### config.mk
export PLATFORM = sky130hd
export DESIGN_NAME = mips_exec_ctrl
export DESIGN_NICKNAME = d
export VERILOG_FILES = /design/src/rtl/mips_exec_ctrl.sv
export SDC_FILE = /design/constraint.sdc
export NUM_CORES = 1
export LEC_CHECK = 0
export BUFFER_PORTS_ARGS = -buffer_cell sky130_fd_sc_hd__buf_4
export CAP_MARGIN = 5
export CORE_MARGIN = 3
export CORE_UTILIZATION = 54
export DETAILED_ROUTE_END_ITERATION = 10
export GPL_TIMING_DRIVEN = 0
export MAX_ROUTING_LAYER = met4
export PLACE_DENSITY = 0.84
export SLEW_MARGIN = 20
export SYNTH_ARGS = -nofsm -noshare
export SYNTH_HDL_FRONTEND = slang
export SYNTH_SLANG_ARGS = --single-unit
### constraint.sdc
create_clock -name clk -period 5.75 [get_ports clk]
set_clock_uncertainty 0.2 [all_clocks]
set_input_delay 0.8625 -clock clk [delete_from_list [all_inputs] [get_ports clk]]
set_output_delay 0.8625 -clock clk [all_outputs]
set_load 0.03 [all_outputs]
### src/rtl/mips_exec_ctrl.sv
// Execution controller for the single-cycle MIPS core: debounced step/halt buttons,
// single/burst/run modes, PC breakpoints and a retired-instruction counter.
module mips_exec_ctrl #(
   parameter int PC_WIDTH        = 32,
   parameter int NUM_BP          = 2,
   parameter int BURST_WIDTH     = 8,
   parameter int CNT_WIDTH       = 32,
   parameter int DEBOUNCE_CYCLES = 4,
   localparam int BPI_W          = (NUM_BP > 1) ? $clog2(NUM_BP) : 1
) (
   input  logic                         clk,
   input  logic                         reset,
   input  logic                         step,
   input  logic                         halt,
   input  logic [1:0]                   mode,
   input  logic [BURST_WIDTH-1:0]       burst_count,
   input  logic [NUM_BP*PC_WIDTH-1:0]   bp_addr,
   input  logic [NUM_BP-1:0]            bp_enable,
   input  logic [PC_WIDTH-1:0]          pc,
   input  logic                         clr_count,
   output logic                         cpu_en,
   output logic                         busy,
   output logic                         bp_hit,
   output logic [BPI_W-1:0]             bp_index,
   output logic [CNT_WIDTH-1:0]         instr_count
);

   localparam int DB_W = $clog2(DEBOUNCE_CYCLES + 1);

   localparam logic [1:0] IDLE  = 2'd0;
   localparam logic [1:0] STEP  = 2'd1;
   localparam logic [1:0] BURST = 2'd2;
   localparam logic [1:0] RUN   = 2'd3;

   // Bit 0 is the step button, bit 1 the halt button.
   logic [1:0]      raw, sync1, sync2, filt, filt_d, rise;
   logic [DB_W-1:0] db_cnt [2];

   logic                   step_rise, halt_rise;
   logic [1:0]             state;
   logic [BURST_WIDTH-1:0] burst_cnt;
   logic                   skip_bp;
   logic                   bp_match, stop;
   logic [BPI_W-1:0]       bp_first;

   assign raw = {halt, step};

   // Filter flips only after the synchronised level disagrees for DEBOUNCE_CYCLES cycles in a row.
   always_ff @(posedge clk or negedge reset) begin
      if (!reset) begin
         sync1  <= '0;
         sync2  <= '0;
         filt   <= '0;
         filt_d <= '0;
         for (int i = 0; i < 2; i++) db_cnt[i] <= '0;
      end else begin
         sync1  <= raw;
         sync2  <= sync1;
         filt_d <= filt;
         for (int i = 0; i < 2; i++) begin
            if (sync2[i] != filt[i]) begin
               if (db_cnt[i] == DB_W'(DEBOUNCE_CYCLES - 1)) begin
                  filt[i]   <= sync2[i];
                  db_cnt[i] <= '0;
               end else begin
                  db_cnt[i] <= db_cnt[i] + 1'b1;
               end
            end else begin
               db_cnt[i] <= '0;
            end
         end
      end
   end

   assign rise      = filt & ~filt_d;
   assign step_rise = rise[0];
   assign halt_rise = rise[1];

   // Lowest-index enabled comparator wins.
   always_comb begin
      bp_match = 1'b0;
      bp_first = '0;
      for (int i = NUM_BP - 1; i >= 0; i--) begin
         if (bp_enable[i] && (pc == bp_addr[i*PC_WIDTH +: PC_WIDTH])) begin
            bp_match = 1'b1;
            bp_first = BPI_W'(i);
         end
      end
   end

   assign stop = halt_rise | (bp_match & ~skip_bp);
   assign busy = (state != IDLE);

   always_comb begin
      cpu_en = 1'b0;
      case (state)
         STEP:       cpu_en = 1'b1;
         BURST, RUN: cpu_en = ~stop;
         default:    cpu_en = 1'b0;
      endcase
   end

   always_ff @(posedge clk or negedge reset) begin
      if (!reset) begin
         state     <= IDLE;
         burst_cnt <= '0;
         skip_bp   <= 1'b0;
         bp_hit    <= 1'b0;
         bp_index  <= '0;
      end else begin
         case (state)
            IDLE: begin
               if (!halt_rise && step_rise) begin
                  bp_hit <= 1'b0;
                  case (mode)
                     2'b01: begin
                        if (burst_count != '0) begin
                           state     <= BURST;
                           burst_cnt <= burst_count;
                           skip_bp   <= 1'b1;
                        end
                     end
                     2'b10: begin
                        state   <= RUN;
                        skip_bp <= 1'b1;
                     end
                     default: state <= STEP;
                  endcase
               end
            end
            STEP: state <= IDLE;
            BURST, RUN: begin
               skip_bp <= 1'b0;
               if (halt_rise) begin
                  state <= IDLE;
               end else if (stop) begin
                  // The breakpointed instruction stays uncommitted.
                  state    <= IDLE;
                  bp_hit   <= 1'b1;
                  bp_index <= bp_first;
               end else if (state == BURST) begin
                  burst_cnt <= burst_cnt - 1'b1;
                  if (burst_cnt == BURST_WIDTH'(1)) state <= IDLE;
               end
            end
            default: state <= IDLE;
         endcase
      end
   end

   always_ff @(posedge clk or negedge reset) begin
      if (!reset)         instr_count <= '0;
      else if (clr_count) instr_count <= '0;
      else if (cpu_en)    instr_count <= instr_count + CNT_WIDTH'(1);
   end

endmodule

==> metrics.txt, run 1 <==
Detailed Route Iter0 Violations 260; Seq/Total Area, Yosys 37.2%; Async S/R FF share, synth 100%; Internal Power 0.000900 W; DIE WIDTH 91.7 um; Post-Synth Simple-Gate Area 27.9%; DRC 0; max-slew violation count 0; Inst Count DP 684; Fmax 258 MHz; crit-path max FO 6; Synth Area in Adders 2.21%; CTS tree built; critical-path cell list buf_4, xor2_1, or4_1, nor4_1, a41oi_1, nand2_1, inv_1, buf_4; Synth Warn # 0; Final min period 3870 ps; Root Buffer Master clkbuf_8; CTS H-Tree Depth 3; Layout Nets 719; mapped cell area 0.00397 sq mm; Reg2Reg Setup Slack 2810 ps; P&R area growth vs syn 35.2%; CP Class input port to output port; Reg power frac 39.2%; post-cts sizing count 0; IO Pins 149; top post-synthesis cells by area dfrtp_1, xor2_1, xnor2_1, a21oi_1, nor4_1; Worst Hold Class register to register; initial antenna violation count 0; GRT Util Overall 28.6%; Initial Util 57.1%; Bufs on Longest Clock Path 2; syn_area_per_cell 8.99 sq um; Final Non-Filler Cells 700; Diodes inserted 0; largest family of logic cells by synthesized area simple AND/OR/NAND/NOR gates; Reg-to-Reg Start instr_count[4]$_DFFE_PN0P_; Most used DFF post-synth dfrtp_1; CTS clock-pin slew for the worst setup and hold paths 60 ps; final hold vios 0; Worst-Margin Slew 1020 ps; hold_sp sync1[1]$_DFF_PN0_; WP data arrival 2810 ps; largest net degree at the start of global routing 60; WL/cell 17.3 um; compound-gate portion of the synthesized area 12.1%; PortBufs 147; max_cap viols 0; CORE AREA 0.00694 sq mm; Distinct cells, synth 51; die area 0.00841 sq mm; Sw Pwr 0.000519 W; first-pass GRT wire length 18.7 mm; relative slew slack 31.8%; Post-Synth XOR/XNOR Area 15.0%; GR Overflow Total 0; sum of negative setup slack 0 ps; layout cells sized above 1 29.0%; EDFF count, synth 0; Clock power frac 23.8%; via/cell ratio 5.90; Crit. End Element output port; sw frac 36.6%; num rows 30; vias in the first global route 3,911; Vias 4,133; outcome finished clean; drt pass-1 iters 5; RePlAce Congestion 0.916; CTS Buf Count 9; count of mapped cells out of synthesis 441; slowest cell on the critical path or4_1; Setup crit start bp_addr[38]; fin crit share 67.4%; share of the synthesized area in the top cell type 37.2%; Cell Pwr Density 265 mW/mm^2; Synth area leader dfrtp_1; CTS Sinks 59; Worst Setup Start Kind input port; Post-Synthesis Net Count 561; CTS hold repair buffers 0; Lkg Pwr 2.38 nW; mux share of post-synthesis cell area 2.43%; Clk Latency, worst-skew pair 340 ps; Comb power frac 37.0%; crit-path max cell delay 540 ps; post-CTS setup buffers 0; final wirelength 12.1 mm; Die Height 91.7 um; RSZ-0062 raised after global routing false; flops & latches, synth 59; Worst path most repeated cell buf_4; Setup-failing EPs final 0; final antenna-violating net count 0; VDD IR max 0.269 mV; WP data required 4690 ps; HPWL Detailed 9.51 mm
==> stage by stage <==
stage / hold WS (ps) / worst slack, ps / utilization [%] / instance area, sq um / total power (W)
floorplan: 131 / 2400 / - / 3970 / 0.000884
global placement: 134 / 1950 / 74.7 / 5190 / 0.00106
detailed placement: 136 / 1910 / 74.7 / 5190 / 0.00108
CTS: 150 / 1890 / 77.2 / 5360 / 0.00142
global route: 158 / 1730 / 77.2 / 5360 / 0.00150
finish: 148 / 1880 / 77.2 / 5360 / 0.00142
==> registers in the layout, indices dropped and copies added, names as in the netlist <==
register and cells:
bp_index 1, filt_d 2, filt 2, burst_cnt 8, sync2 2, db_cnt 6
bp_hit 1, instr_count 32, skip_bp 1, sync1 2, state 2
==> final timing paths <==
check,cells after the start,to
worst max-delay path,8,cpu_en
worst min-delay path,0,sync2[1]$_DFF_PN0_
worst max register to register,10,instr_count[21]$_DFFE_PN0P_
worst min register to register,0,sync2[1]$_DFF_PN0_
max in group asynchronous,1,instr_count[5]$_DFFE_PN0P_
min in group asynchronous,1,burst_cnt[6]$_DFFE_PN0P_
==> power by group through the flow <==
stage                     clock network [W]  registers, W  logic, W
after floorplan                           0      0.000552  0.000332
after global placement                    0      0.000557  0.000504
after detailed placement                  0      0.000561  0.000521
after CTS                          0.000342      0.000555  0.000522
after global routing               0.000362      0.000566  0.000574
final                              0.000337      0.000556  0.000525
==> area by class of cell <==
class                   instances  area, sq um
repair buffers                147         1100
multi-input cells             352         2360
fillers                       504         1580
flip-flops and latches         59         1480
inverters                      17         63.8
well taps                      96          120
plain buffers                  13         62.6
clock inverters                 2         10.0
clock buffers                  14          163
==> cell usage after synthesis (all sizes together), types with 5 or more instances <==
cell type	count
mux2	5
or4	17
dfrtp	59
nand2b	5
ha	7
clkbuf	9
or3	17
nor4	23
o21ai	16
nor3b	5
nor3	12
xor2	45
nor2	21
xnor2	23
nand3	14
inv	17
o31ai	10
and3	7
a21oi	30
nor2b	10
nand4	18
nand2	25
==> per-layer routing <==
| metal | up-vias | global-route usage (%) | wire length [um] | share of wire [%] |
|---|---|---|---|---|
| met4 | 0 | 8.54 | 209 | 1.7 |
| met1 | 1955 | 34.7 | 4800 | 40 |
| li1 | 1962 | - | - | - |
| met5 | - | - | 0 | 0 |
| met2 | 198 | 47.4 | 5960 | 49 |
| met3 | 18 | 7.14 | 1110 | 9.2 |
==> placed cells by master (no fill, tap or decap), types with 14 or more instances in the layout <==
master / count
nor4_1: 23
nor2_1: 21
nand2_1: 25
or3_1: 17
nand4_1: 17
dfrtp_1: 59
or4_1: 16
inv_1: 17
nand3_1: 14
buf_4: 148
a21oi_1: 30
xor2_1: 45
xnor2_1: 23
==> cells by family (layout without fill, tap and decap cells) <==
| family | count (synthesis) | after routing |
|---|---|---|
| compound gates | 78 | 78 |
| flops | 59 | 59 |
| xor+xnor | 68 | 68 |
| mux | 9 | 9 |
| fa+ha+maj | 7 | 7 |
| buf+inv | 30 | 193 |
| simple gates | 190 | 190 |
==> worst max-delay path, delay by kind of cell <==
| kind | cells | cell delay (ps) |
|---|---|---|
| compound gates | 1 | 270 |
| xor+xnor | 1 | 170 |
| buf+inv | 3 | 410 |
| simple gates | 3 | 1090 |
(Power assumes the default switching activity.)
==> inputs of run 2 (changes only) <==
Settings changed: CORE_UTILIZATION 54 to 50, PLACE_DENSITY 0.84 to 0.78.
Clock period 5.75 ns to 3.94 ns, I/O delays scaled along.
==> run 2 against run 1 <==
Compared with the run above:
- global-route usage shrank 0.70 points
- final cell count rose by 0.43%
- core utilization decreased by 5.5 points
- clock power rose by 44%
- via count is 0.36% lower
- power up 45%
- critical path type unchanged
- largest power group unchanged
==> metrics.txt, run 2 (synthesis results as in run 1) <==
die area 0.00904 sq mm (was 0.00841 sq mm); fin crit share 82.9%; CTS Buf Count 9 (unchanged); Clock power frac 23.6% (was 23.8%); layout cells sized above 1 29.0% (unchanged); Diodes inserted 0 (unchanged); crit-path max FO 6 (unchanged); Clk Latency, worst-skew pair 340 ps (about the same); Root Buffer Master clkbuf_8 (unchanged); vias in the first global route 4,031 (was 3,911); GR Overflow Total 0 (unchanged); relative slew slack 29.6% (was 31.8%); num rows 31 (was 30); final hold vios 0 (unchanged); Worst-Margin Slew 1050 ps (was 1020 ps); Layout Nets 719 (unchanged); post-route setup slack 675 ps (was 1880 ps); largest net degree at the start of global routing 60 (unchanged); Design Power 0.00206 W (was 0.00142 W); post-cts sizing count 0 (unchanged); Reg-to-Reg Start instr_count[4]$_DFFE_PN0P_ (unchanged); CTS clock-pin slew for the worst setup and hold paths 60 ps (about the same); max reg flops 32 (unchanged); CTS hold repair buffers 0 (unchanged); largest register by flop count instr_count (unchanged); PortBufs 147 (unchanged); GRT Util Overall 27.9% (was 28.6%); Setup-failing EPs final 0 (unchanged); Fmax 306 MHz; Detailed Route Iter0 Violations 200 (was 260); final antenna-violating net count 0 (unchanged); max_cap viols 0 (unchanged); Die Height 95.1 um (was 91.7 um); Reg-to-Reg End instr_count[30]$_DFFE_PN0P_ (was instr_count[21]$_DFFE_PN0P_); Lkg Pwr 2.38 nW (unchanged); commonest non-fill, non-tap cell in the layout buf_4 (unchanged); Final min period 3270 ps; max-slew violation count 0 (unchanged); DIE WIDTH 95.1 um (was 91.7 um); Setup crit start pc[22] (was bp_addr[38]); Vias 4,118 (was 4,133); HPWL Detailed 9.78 mm (was 9.51 mm); DRC 0 (unchanged); Comb power frac 36.9% (was 37.0%); WL/cell 17.5 um (was 17.3 um); CTS H-Tree Depth 3 (unchanged); Crit. End Element output port (unchanged); Bufs on Longest Clock Path 2 (unchanged); Cell Pwr Density 384 mW/mm^2 (was 265 mW/mm^2); Reg2Reg Setup Slack 1000 ps (was 2810 ps); CP Class input port to output port (unchanged); Worst Hold Class input port to asynchronous set/reset pin (was register to register); drt pass-1 iters 5 (unchanged); RSZ-0062 raised after global routing false (unchanged); Largest regs instr_count x32, burst_cnt x8, db_cnt x6 (unchanged); VDD IR max 0.331 mV (was 0.269 mV); via/cell ratio 5.86 (was 5.90); IO Pins 149 (unchanged); CORE AREA 0.00749 sq mm (was 0.00694 sq mm); Reg power frac 39.4% (was 39.2%); WP data arrival 2470 ps (was 2810 ps); WP data required 3150 ps (was 4690 ps); Worst Setup Start Kind input port (unchanged); Sw Pwr 0.000746 W (was 0.000519 W); P&R area growth vs syn 35.3% (was 35.2%); outcome finished clean (unchanged); leading cell types in the layout, fill and taps excluded buf_4, dfrtp_1, xor2_1 (unchanged); sum of negative setup slack 0 ps (unchanged); first-pass GRT wire length 18.9 mm (was 18.7 mm); sw frac 36.2% (was 36.6%); CTS tree built (unchanged); Internal Power 0.00131 W (was 0.000900 W); DP Worst Slack 528 ps (was 1910 ps); RePlAce Congestion 0.919 (was 0.916); initial antenna violation count 0 (unchanged); CTS Sinks 59 (unchanged); final wirelength 12.3 mm (was 12.1 mm); Initial Util 53.0% (was 57.1%); Reg2Reg Depth 10 (unchanged); post-CTS setup buffers 0 (unchanged)
[run 2: cell counts in the layout (fill, tap and decap cells not counted)]
No cell type changed its count.
[run 2: worst max-delay path, cell delays in order]
cell,delay (ps)
buf_4,120
xor2_1,190
nor4_1,300
nand4_1,150
or4_1,610
nand2_1,210
inv_1,120
buf_4,180
[run 2: per-layer routing]
metal | vias to the layer above | share of wire [%] | routed length, um | track usage, %
li1 | 1947 | - | - | -
met1 | 1963 | 39 | 4760 | 31.9
met2 | 176 | 49 | 6030 | 46.2
met3 | 32 | 9.2 | 1130 | 6.87
met4 | 0 | 3.0 | 370 | 12.6
met5 | - | 0 | 0 | -
[run 2: cell type report]
type / count / area (sq um)
Tap cell: 99 / 124
Inverter: 17 / 63.8
Sequential cell: 59 / 1480
Multi-Input combinational cell: 352 / 2360
Buffer: 13 / 62.6
Fill cell: 585 / 2120
Clock buffer: 14 / 163
Timing Repair Buffer: 147 / 1100
Clock inverter: 2 / 10.0
[run 2: worst max path at each step]
| stage | end | slack, ps | depth (start not counted) |
|---|---|---|---|
| after global routing | cpu_en | 580 | 8 |
| after global placement | instr_count[28]$_DFFE_PN0P_ | 580 | 10 |
| final | cpu_en | 670 | 8 |
| after floorplan | instr_count[30]$_DFFE_PN0P_ | 1060 | 9 |
| after CTS | cpu_en | 690 | 8 |
| after detailed placement | instr_count[30]$_DFFE_PN0P_ | 530 | 10 |
[run 2: per-stage QoR]
stage                     std cells  cell area, sq um  hold WS (ps)  utilization [%]
after global routing            703              5370           131             71.7
after floorplan                 441              3970          95.4                -
after CTS                       703              5370           134             71.7
after detailed placement        687              5190           140             69.4
final                           703              5370           102             71.7
after global placement          687              5190           136             69.4
[run 2: power groups by stage]
stage / Sequential [W] / Clock (W) / Combinational, W
CTS: 0.000810 / 0.000502 / 0.000760
global placement: 0.000815 / 0 / 0.000739
finish: 0.000812 / 0.000486 / 0.000760
floorplan: 0.000806 / 0 / 0.000484
global route: 0.000827 / 0.000529 / 0.000844
detailed placement: 0.000820 / 0 / 0.000757
